$ cat src/rtl/jk_pkg.sv
// Shared definitions for the JK register family: operation-mode encoding.
package jk_pkg;

    typedef enum logic [1:0] {
        JK_MODE_JK   = 2'b00,
        JK_MODE_UP   = 2'b01,
        JK_MODE_DN   = 2'b10,
        JK_MODE_HOLD = 2'b11
    } jk_mode_e;

endpackage

$ cat src/rtl/jk_cell.sv
// Single-bit JK flip-flop with synchronous reset (to rst_val), preset and enable.
// q_bar is a second register loaded with the complement, never derived from q.
module jk_cell (
    input  logic clk,
    input  logic rst,
    input  logic set,
    input  logic en,
    input  logic rst_val,
    input  logic j,
    input  logic k,
    output logic q,
    output logic q_bar
);

    // NOTE: sequential state uses non-blocking assignments so every cell samples
    // its neighbours' pre-edge values; blocking here would race across cells.
    always_ff @(posedge clk) begin
        if (rst) begin
            q     <= rst_val;
            q_bar <= ~rst_val;
        end else if (set) begin
            q     <= 1'b1;
            q_bar <= 1'b0;
        end else if (en) begin
            case ({j, k})
                2'b01: begin
                    q     <= 1'b0;
                    q_bar <= 1'b1;
                end
                2'b10: begin
                    q     <= 1'b1;
                    q_bar <= 1'b0;
                end
                2'b11: begin
                    q     <= ~q;
                    q_bar <= ~q_bar;
                end
                default: ;
            endcase
        end
    end

endmodule

$ cat src/rtl/jk_reg_n.sv
// WIDTH-bit register of JK cells with JK / up / down / hold modes and a tc flag.
// Counter modes and tc are built only when JK_REG_N_COUNT_EN is defined.
module jk_reg_n
    import jk_pkg::*;
#(
    parameter int               WIDTH   = 8,
    parameter logic [WIDTH-1:0] RST_VAL = '0
) (
    input  logic             clk,
    input  logic             rst,
    input  logic             set,
    input  logic             en,
    input  logic [1:0]       mode,
    input  logic [WIDTH-1:0] j,
    input  logic [WIDTH-1:0] k,
    output logic [WIDTH-1:0] q,
    output logic [WIDTH-1:0] q_bar,
    output logic             tc
);

    jk_mode_e         mode_e;
    logic [WIDTH-1:0] j_eff;
    logic [WIDTH-1:0] k_eff;

    assign mode_e = jk_mode_e'(mode);

`ifdef JK_REG_N_COUNT_EN
    logic [WIDTH-1:0] up_t;
    logic [WIDTH-1:0] dn_t;

    // Ripple toggle-enables: bit i toggles when all lower bits are 1 (up) or 0 (down).
    always_comb begin
        logic ones;
        logic zeros;
        ones  = 1'b1;
        zeros = 1'b1;
        for (int i = 0; i < WIDTH; i++) begin
            up_t[i] = ones;
            dn_t[i] = zeros;
            ones    = ones & q[i];
            zeros   = zeros & ~q[i];
        end
    end
`endif

    // NOTE: defaults assigned first so no path through the case leaves a
    // signal unassigned, which would otherwise infer a latch.
    always_comb begin
        j_eff = '0;
        k_eff = '0;
        case (mode_e)
            JK_MODE_JK: begin
                j_eff = j;
                k_eff = k;
            end
`ifdef JK_REG_N_COUNT_EN
            JK_MODE_UP: begin
                j_eff = up_t;
                k_eff = up_t;
            end
            JK_MODE_DN: begin
                j_eff = dn_t;
                k_eff = dn_t;
            end
`endif
            default: ;
        endcase
    end

`ifdef JK_REG_N_COUNT_EN
    assign tc = en & (((mode_e == JK_MODE_UP) & (&q)) |
                      ((mode_e == JK_MODE_DN) & ~(|q)));
`else
    assign tc = 1'b0;
`endif

    for (genvar i = 0; i < WIDTH; i++) begin : g_cell
        jk_cell u_cell (
            .clk     (clk),
            .rst     (rst),
            .set     (set),
            .en      (en),
            .rst_val (RST_VAL[i]),
            .j       (j_eff[i]),
            .k       (k_eff[i]),
            .q       (q[i]),
            .q_bar   (q_bar[i])
        );
    end

endmodule

$ cat config.mk
export PLATFORM = sky130hd
export DESIGN_NAME = jk_reg_n
export DESIGN_NICKNAME = d
export VERILOG_FILES = /design/src/rtl/jk_pkg.sv /design/src/rtl/jk_cell.sv /design/src/rtl/jk_reg_n.sv
export SDC_FILE = /design/constraint.sdc
export NUM_CORES = 1
export LEC_CHECK = 0
export BUFFER_PORTS_ARGS = -buffer_cell sky130_fd_sc_hd__buf_2
export CAP_MARGIN = 20
export CORE_MARGIN = 4
export CORE_UTILIZATION = 35
export CTS_BUF_LIST = sky130_fd_sc_hd__clkbuf_2
export DETAILED_ROUTE_END_ITERATION = 8
export MAX_ROUTING_LAYER = met4
export PLACE_DENSITY = 0.67
export SYNTH_ARGS = -nofsm -noshare
export SYNTH_HDL_FRONTEND = slang
export SYNTH_SLANG_ARGS = --single-unit
$ cat constraint.sdc
create_clock -name clk -period 1 [get_ports clk]
set_input_delay 0.2 -clock clk [delete_from_list [all_inputs] [get_ports clk]]
set_output_delay 0.2 -clock clk [all_outputs]
set_load 0.01 [all_outputs]
==> results.ini, run 1 <==
[run_status]
outcome = complete, no violations

[pwr]
combPwrFrac_pct = 25.4
p_seq_share_pct = 54.2
p_leak_nw = 0.524
p_clk_share_pct = 20.4
power_mw = 1.36
switchingPower_mw = 0.373
worst_ir_drop_vdd_v = 0.000767
p_int_mw = 0.989
p_per_area_nw_per_um2 = 1140
power_switching_share_pct = 27.4

[place]
io_buffer_count = 37
dp_hpwl_mm = 1.52
place_ws_ns = -0.0884
dpl.cell_count = 147
place_congestion = 0.711

[floorplan]
rows = 18
die_y_um = 60.4
start_util_pct = 37.7
die_w_um = 60.4
dieArea_um2 = 3640
coreArea_um2 = 2540
io_pins = 39

[critical_path]
critPathMaxStageDelay_ns = 0.36
path_class = reg2out
cp-end-kind = primary output
critPathLaunchType = register
cpLargestDelayFamily = flip-flops
cp_num_buf_inv = 1
critical_path.cell_chain = buf_2
cp.required_ns = 0.80
critPathSlowestCell = dfxtp_2
worst_ep_arrival_time_ns = 0.76
worst-path-max-fanout = 3

[logic_synthesis]
synth_top_area_cell = dfxtp_1
yosysSeqAreaShare_pct = 33.4
yosysTopAreaCellShare_pct = 33.4
yosysWarnings = 0
yosys.area_share.simple_pct = 33.2
ys_types = 14
synthMuxAreaShare_pct = 0
synthAdderAreaFrac_pct = 0
synth.area.top_cells = dfxtp_1 33%, buf_4 13%, a221o_2 9.4%, nand4bb_1 9.4%, a221oi_1 7.3%
synth_area_um2 = 960
synth_top_family_by_area = simple AND/OR/NAND/NOR gates
ys_seq_elements = 16
syn-num-nets = 118
synth_compound_area_share_pct = 16.7
synth_xor_area_share_pct = 0
syn_area_per_cell_um2 = 10.0
synth_cells = 96

[grt]
overflow = 0
grt_pass1_vias = 712
antenna_found_initial = 0
grt_pass1_wl_mm = 3.11
track_usage_pct = 11.6
grt_max_degree = 33

[timing]
setup_ws_ns = 0.0407
timing.hold.ws_ns = 0.245
min_period_ns = 0.959
timing.final.crit_share_pct = 95.9
hold_viol = 0
setup_violations = 0
max_clock_freq_mhz = 1040
timing.final.max_slew_violations = 0
finClkSkew_ns = 0
rsz0062_at_grt = yes

[routing]
via_per_inst = 5.24
wl_met1_um = 971
drt_iter0_drc = 23
first_pass_iters = 4
maxUsedRoutingLayer = met4
routed-wl-met2_um = 971
wl_per_cell_um = 13.7
wl_met3_um = 131
drc_errors = 0
ant_nets = 0
vias = 797
wirelength_mm = 2.09

[final_layout]
final_common_cell = buf_2
antennaDiodeCount = 0
drive_gt1_share_pct = 59.0
stdcell_count = 152
fin_nets = 145
syn_to_final_growth_pct = 24.3
layout_common_cells = 27 x buf_2, 16 x dfxtp_2, 10 x buf_6

[min_path]
min_path_type = in2reg

[cts]
ctsHoldBuffers = 0
cts.sinks = 16
numCtsBuffers = 3
clk_pin_slew_ns = 0.15
h-tree-depth = 1
cts_root_buffer = clkbuf_2
cts_tree = built
clk_latency_ns = 0.27
clockBufferDepth = 2

[job]
maxCapViolCount = 0

==> power groups by stage <==
stage	clock, mW	sequential (mW)	combinational (mW)
floorplan	0	0.727	0.236
global placement	0	0.731	0.303
detailed placement	0	0.736	0.307
CTS	0.288	0.729	0.309
global route	0.311	0.746	0.376
finish	0.277	0.739	0.346
==> synth_stat cells <==
| cell | n |
|---|---|
| a221o_2 | 8 |
| a221oi_1 | 8 |
| and3b_1 | 8 |
| buf_2 | 2 |
| buf_4 | 17 |
| buf_6 | 1 |
| clkbuf_1 | 2 |
| conb_1 | 1 |
| dfxtp_1 | 16 |
| nand4bb_1 | 8 |
| nor2_1 | 8 |
| nor2b_1 | 8 |
| nor3b_1 | 8 |
| nor3b_4 | 1 |
==> per-layer routing <==
layer  GRT usage, %  up-vias
met2           16.8       24
met4           4.75        0
met5              -        -
met1           15.6      370
li1               -      401
met3           2.34        2
==> area by class of cell <==
cell class | instances | area (um2)
clock buffers | 3 | 15.0
clock inverters | 1 | 3.75
well taps | 30 | 37.5
fillers | 245 | 1350
flip-flops and latches | 16 | 340
multi-input cells | 58 | 483
repair buffers | 44 | 313
==> repair_timing <==
| action | 4_1_cts | 5_1_grt |
|---|---|---|
| setup endpoints to repair | 11 | 14 |
| pin swaps | 0 | 0 |
| resized for setup | 11 | 15 |
| setup buffers | 0 | 1 |
| endpoints found under the hold margin | 0 | 0 |
==> cell families after synthesis <==
group           Yosys count
other cells               1
compound gates           16
flops                    16
simple gates             41
buf+inv                  22
==> flip-flops by register name, summed over array words and instances (netlist names) <==
| name | cells |
|---|---|
| g_cell.u_cell.q | 8 |
| g_cell.u_cell.q_bar | 8 |
==> final timing paths <==
check                            to                   start  slack [ns]  cells past startpoint
max                            q[2]      g_cell[2].u_cell.q        0.04                      1
min              g_cell[1].u_cell.q                    k[1]        0.24                      3
max reg2reg  g_cell[3].u_cell.q_bar  g_cell[3].u_cell.q_bar        0.04                      2
min reg2reg      g_cell[5].u_cell.q      g_cell[5].u_cell.q        0.55                      2
==> metrics by stage <==
step | util [%] | TNS (ns) | area [um2]
detailed placement | 42.6 | -0.672 | 1080
CTS | 43.9 | 0 | 1120
global placement | 42.6 | -0.615 | 1080
finish | 46.9 | 0 | 1190
global route | 46.9 | -0.0131 | 1190
floorplan | - | 0 | 960
Note: power is estimated with default switching activity, not from simulation.
==> inputs of run 2 (changes only) <==
--- a/config.mk
+++ b/config.mk
@@ -12,7 +12,8 @@
 export CTS_BUF_LIST = sky130_fd_sc_hd__clkbuf_2
 export DETAILED_ROUTE_END_ITERATION = 8
 export MAX_ROUTING_LAYER = met4
-export PLACE_DENSITY = 0.67
+export PLACE_DENSITY = 0.65
+export SETUP_SLACK_MARGIN = 0.2
 export SYNTH_ARGS = -nofsm -noshare
 export SYNTH_HDL_FRONTEND = slang
 export SYNTH_SLANG_ARGS = --single-unit
==> constraint.sdc (replaced) <==
create_clock -name clk -period 1.22 [get_ports clk]
set_input_delay 0.244 -clock clk [delete_from_list [all_inputs] [get_ports clk]]
set_output_delay 0.244 -clock clk [all_outputs]
set_load 0.01 [all_outputs]
==> results.ini, run 2 (synthesis results as in run 1) <==
[routing]
drt_iter0_drc = 15
first_pass_iters = 4
drc_errors = 0
ant_nets = 0
wl_per_cell_um = 15.2
wirelength_mm = 2.42
via_per_inst = 5.30
vias = 842

[critical_path]
critPathLaunchType = register
worst_ep_arrival_time_ns = 0.78
critical_path.cell_chain = buf_6
critPathSlowestCell = dfxtp_2
reg2regPathDepth = 2
critPathMaxStageDelay_ns = 0.39
cp_num_buf_inv = 1
crit_cells = 1
path_class = reg2out
worst-path-max-fanout = 3
cpLargestDelayFamily = flip-flops
cp-end-kind = primary output
cp.required_ns = 0.98

[timing]
fin_tns_setup_ns = 0
setup_violations = 0
timing.final.crit_share_pct = 83.9
min_period_ns = 1.02
finClkSkew_ns = 0
timing.final.max_slew_violations = 0
rsz0062_at_grt = yes
hold_viol = 0
max_clock_freq_mhz = 977

[job]
maxCapViolCount = 0

[floorplan]
coreArea_um2 = 2540
io_pins = 39
die_y_um = 60.4
dieArea_um2 = 3640
die_w_um = 60.4
start_util_pct = 37.7
rows = 18

[place]
place_congestion = 0.693
dp_hpwl_mm = 1.65
dpl.cell_count = 146
io_buffer_count = 37

[final_layout]
largestRegisters = g_cell.u_cell.q (8), g_cell.u_cell.q_bar (8)
nFillCells = 253
syn_to_final_growth_pct = 34.9
final_common_cell = buf_2
stdcell_count = 159
layout_common_cells = 21 x buf_2, 16 x dfxtp_2, 16 x buf_6, 13 x buf_4
antennaDiodeCount = 0
multi_input_area_um2 = 495
fin_nets = 152
layout.area.seq_um2 = 340
drive_gt1_share_pct = 62.8

[grt]
overflow = 0
grt_max_degree = 33
track_usage_pct = 14.5
antenna_found_initial = 0
grt_pass1_wl_mm = 3.91
grt_pass1_vias = 928

[pwr]
p_leak_nw = 0.574
worst_ir_drop_vdd_v = 0.000925
p_per_area_nw_per_um2 = 921

[cts]
numCtsBuffers = 3
cts_tree = built
h-tree-depth = 1
ctsHoldBuffers = 0
clk_latency_ns = 0.30
cts_root_buffer = clkbuf_2
cts.sinks = 16
clk_pin_slew_ns = 0.17
clockBufferDepth = 2

[min_path]
holdPathStages = 3
min_path_type = in2reg

[run_status]
outcome = complete, no violations

[run 2: cell count changes in the layout (fill, tap and decap cells not counted), sizes merged]
| cell | previous run | this run |
|---|---|---|
| buf | 44 | 51 |
[run 2: tightest hold or removal path, stage by stage]
cell       delay (ns)
buf_2            0.09
nand4bb_1        0.11
a221oi_1         0.08
[run 2: what timing repair did]
action | CTS | global route
gates resized for setup | 30 | 4
setup buffers | 8 | 1
endpoints found under the setup margin | 16 | 18
[run 2: cell type report]
class                           count  area share [%]
Clock inverter                      1           0.290
Clock buffer                        3            1.16
Multi-Input combinational cell     58            38.3
Sequential cell                    16            26.3
Tap cell                           30            2.90
Timing Repair Buffer               51            31.1
[run 2: report_power, final]
group	total (mW)	switching (mW)	leakage (nW)	internal (mW)
Sequential	0.607	0.0343	0.135	0.573
Combinational	0.339	0.132	0.425	0.207
Clock	0.247	0.176	0.0140	0.0712
[run 2: metal layers]
metal  up-vias  GRT usage [%]  part of all wire [%]
met5         -              -                     0
met1       402           14.3                    40
met4         0           2.85                  0.66
li1        413              -                     -
met3         2           4.89                   6.5
met2        25           27.3                    53
[run 2: stage by stage]
stage | setup WS (ns) | power (mW) | util (%) | hold slack (ns) | area (um2)
CTS | 0.182 | 1.18 | 49.6 | 0.244 | 1260
global placement | 0.0946 | 0.845 | 42.3 | 0.531 | 1080
floorplan | 0.205 | 0.790 | - | 0.348 | 960
detailed placement | 0.0773 | 0.856 | 42.3 | 0.542 | 1080
finish | 0.196 | 1.19 | 50.9 | 0.251 | 1290
global route | 0.133 | 1.26 | 50.9 | 0.237 | 1290
[run 2: final timing paths]
kind | endpoint | start | slack [ns]
max reg2reg | g_cell[6].u_cell.q_bar | g_cell[6].u_cell.q_bar | 0.23
min | g_cell[4].u_cell.q | j[4] | 0.25
min reg2reg | g_cell[4].u_cell.q_bar | g_cell[4].u_cell.q_bar | 0.66
max | q_bar[6] | g_cell[6].u_cell.q_bar | 0.20
==> inputs of run 3 (changes only) <==
--- a/config.mk
+++ b/config.mk
@@ -5,6 +5,7 @@
 export SDC_FILE = /design/constraint.sdc
 export NUM_CORES = 1
 export LEC_CHECK = 0
+export ABC_AREA = 1
 export BUFFER_PORTS_ARGS = -buffer_cell sky130_fd_sc_hd__buf_2
 export CAP_MARGIN = 20
 export CORE_MARGIN = 4
==> constraint.sdc (replaced) <==
create_clock -name clk -period 0.91 [get_ports clk]
set_input_delay 0.182 -clock clk [delete_from_list [all_inputs] [get_ports clk]]
set_output_delay 0.182 -clock clk [all_outputs]
set_load 0.01 [all_outputs]
==> results.ini, run 3 <==
[run_status]
outcome = complete, but fails checks
violations = setup timing

[pwr]
p_int_mw = 1.23
power_switching_share_pct = 32.2
worst_ir_drop_vdd_v = 0.000683
p_leak_nw = 0.888
p_per_area_nw_per_um2 = 1050
p_clk_share_pct = 17.9
switchingPower_mw = 0.586
p_seq_share_pct = 45.3
combPwrFrac_pct = 36.8

[logic_synthesis]
yosys.area_share.simple_pct = 42.6
yosysTopAreaCellShare_pct = 26.2
synth_top_family_by_area = simple AND/OR/NAND/NOR gates
synth_area_um2 = 1220
synth.area.top_cells = dfxtp_1 26%, buf_4 13%, nand2_1 12%, nand3_1 11%, inv_1 10%
synth_compound_area_share_pct = 4.91
ys_types = 15
yosysSeqAreaShare_pct = 26.2
async_reset_ff_share_pct = 0
synth_top_area_cell = dfxtp_1
ys.flop_type = dfxtp_1
synthAdderAreaFrac_pct = 0
ys_top_cells_by_count = 40 x nand2_1, 33 x inv_1, 32 x nor2_1, 26 x nand3_1, 22 x buf_4
synth_edf_count = 0
synth_cells = 198
yosysMostFrequentCell = nand2_1
syn-num-nets = 220
syn_area_per_cell_um2 = 6.18
ys_seq_elements = 16
synthMuxAreaShare_pct = 0
yosysWarnings = 0
synth_xor_area_share_pct = 0

[floorplan]
rows = 21
io_pins = 39
coreArea_um2 = 3360
die_y_um = 67.1
dieArea_um2 = 4510
start_util_pct = 36.4
die_w_um = 67.1

[critical_path]
critPathLaunchType = register
critPathMaxStageDelay_ns = 0.39
cp-end-kind = primary output
cp_num_buf_inv = 1
cpLargestDelayFamily = flip-flops
worst_ep_arrival_time_ns = 0.78
worst-path-max-fanout = 2
critical_path.cell_chain = buf_6
cp.required_ns = 0.73
path_class = reg2out
critPathSlowestCell = dfxtp_2

[final_layout]
antennaDiodeCount = 0
final_common_cell = nand2_1
drive_gt1_share_pct = 43.6
nFillCells = 367
largestRegisters = g_cell.u_cell.q (8), g_cell.u_cell.q_bar (8)
fin_util_pct = 51.5
fin_nets = 258
syn_to_final_growth_pct = 41.5
layout_common_cells = 33 x nand2_1, 30 x buf_6, 29 x inv_1, 29 x nor2_1, 24 x nand3_1

[timing]
setup_ws_ns = -0.0514
setup_violations = 16
timing.final.max_slew_violations = 0
rsz0062_at_grt = yes
min_period_ns = 0.961
timing.final.crit_share_pct = 106
fin_tns_setup_ns = -0.652
finClkSkew_ns = 0
hold_viol = 0
max_clock_freq_mhz = 1040

[grt]
grt_pass1_vias = 1233
grt_max_degree = 25
overflow = 0
track_usage_pct = 14.6
grt_pass1_wl_mm = 4.93
antenna_found_initial = 0

[routing]
ant_nets = 0
drc_errors = 0
via_per_inst = 4.42
wirelength_mm = 2.86
first_pass_iters = 4
drt_iter0_drc = 60
vias = 1237
wl_per_cell_um = 10.2

[place]
place_ws_ns = -0.119
io_buffer_count = 37
dp_hpwl_mm = 1.95
place_congestion = 0.771

[cts]
clk_latency_ns = 0.29
clockBufferDepth = 2
numCtsBuffers = 3
h-tree-depth = 1
cts.sinks = 16
cts_tree = built
clk_pin_slew_ns = 0.16
cts_root_buffer = clkbuf_2

[job]
maxCapViolCount = 0

[min_path]
min_path_type = in2reg

==> run 3: changes by cell type after synthesis, sizes merged, moves of 9 or more <==
cell,before,now
nand2,0,40
inv,0,34
nand3,0,32
nor3b,9,0
nor2,8,33
==> run 3: layout make-up <==
class,instances,area (um2),area share [%]
multi-input combinational,122,621,35.8
clock buffer,3,15.0,0.867
sequential,16,340,19.7
inverter,34,133,7.66
tap,46,57.6,3.32
timing repair buffer,59,566,32.7
==> run 3: what timing repair did <==
item	CTS	global route
hold buffers	0	0
gates resized for setup	43	19
setup buffers	15	1
setup endpoints to repair	27	32
pin swaps	38	20
==> run 3: power by group through the flow <==
stage | logic [mW] | registers, mW | clock network (mW)
after global routing | 0.741 | 0.832 | 0.370
after global placement | 0.452 | 0.817 | 0
after floorplan | 0.366 | 0.808 | 0
after CTS | 0.637 | 0.818 | 0.344
final | 0.669 | 0.824 | 0.324
after detailed placement | 0.455 | 0.817 | 0
==> run 3: cell families (layout without fill, tap and decap cells) <==
kind of cell | count (synthesis) | count (layout)
flops | 16 | 16
buf+inv | 60 | 96
compound gates | 8 | 8
other cells | 1 | 1
simple gates | 113 | 113
==> run 3: metrics by stage <==
step                      hold WS, ns  cells  instance area (um2)  total power [mW]
after global routing            0.204    280                 1730              1.94
final                           0.209    280                 1730              1.82
after detailed placement        0.511    261                 1390              1.27
after floorplan                 0.377    198                 1260              1.17
after CTS                       0.179    279                 1670              1.80
after global placement          0.508    261                 1390              1.27
==> run 3: routing by layer <==
metal / share of wire, % / GRT usage, % / wire (um)
met3: 3.4 / 3.83 / 96
met1: 44 / 15.9 / 1250
met2: 52 / 25.6 / 1490
met5: 0 / - / 0
met4: 0.77 / 4.56 / 22
==> run 3: path summary, 6_finish.rpt <==
path / from / to / slack (ns) / depth (start not counted)
max reg2reg: g_cell[7].u_cell.q_bar / g_cell[7].u_cell.q_bar / 0.01 / 5
min: j[6] / g_cell[6].u_cell.q_bar / 0.21 / 4
min reg2reg: g_cell[3].u_cell.q_bar / g_cell[3].u_cell.q_bar / 0.53 / 2
max: g_cell[2].u_cell.q_bar / q_bar[2] / -0.05 / 1
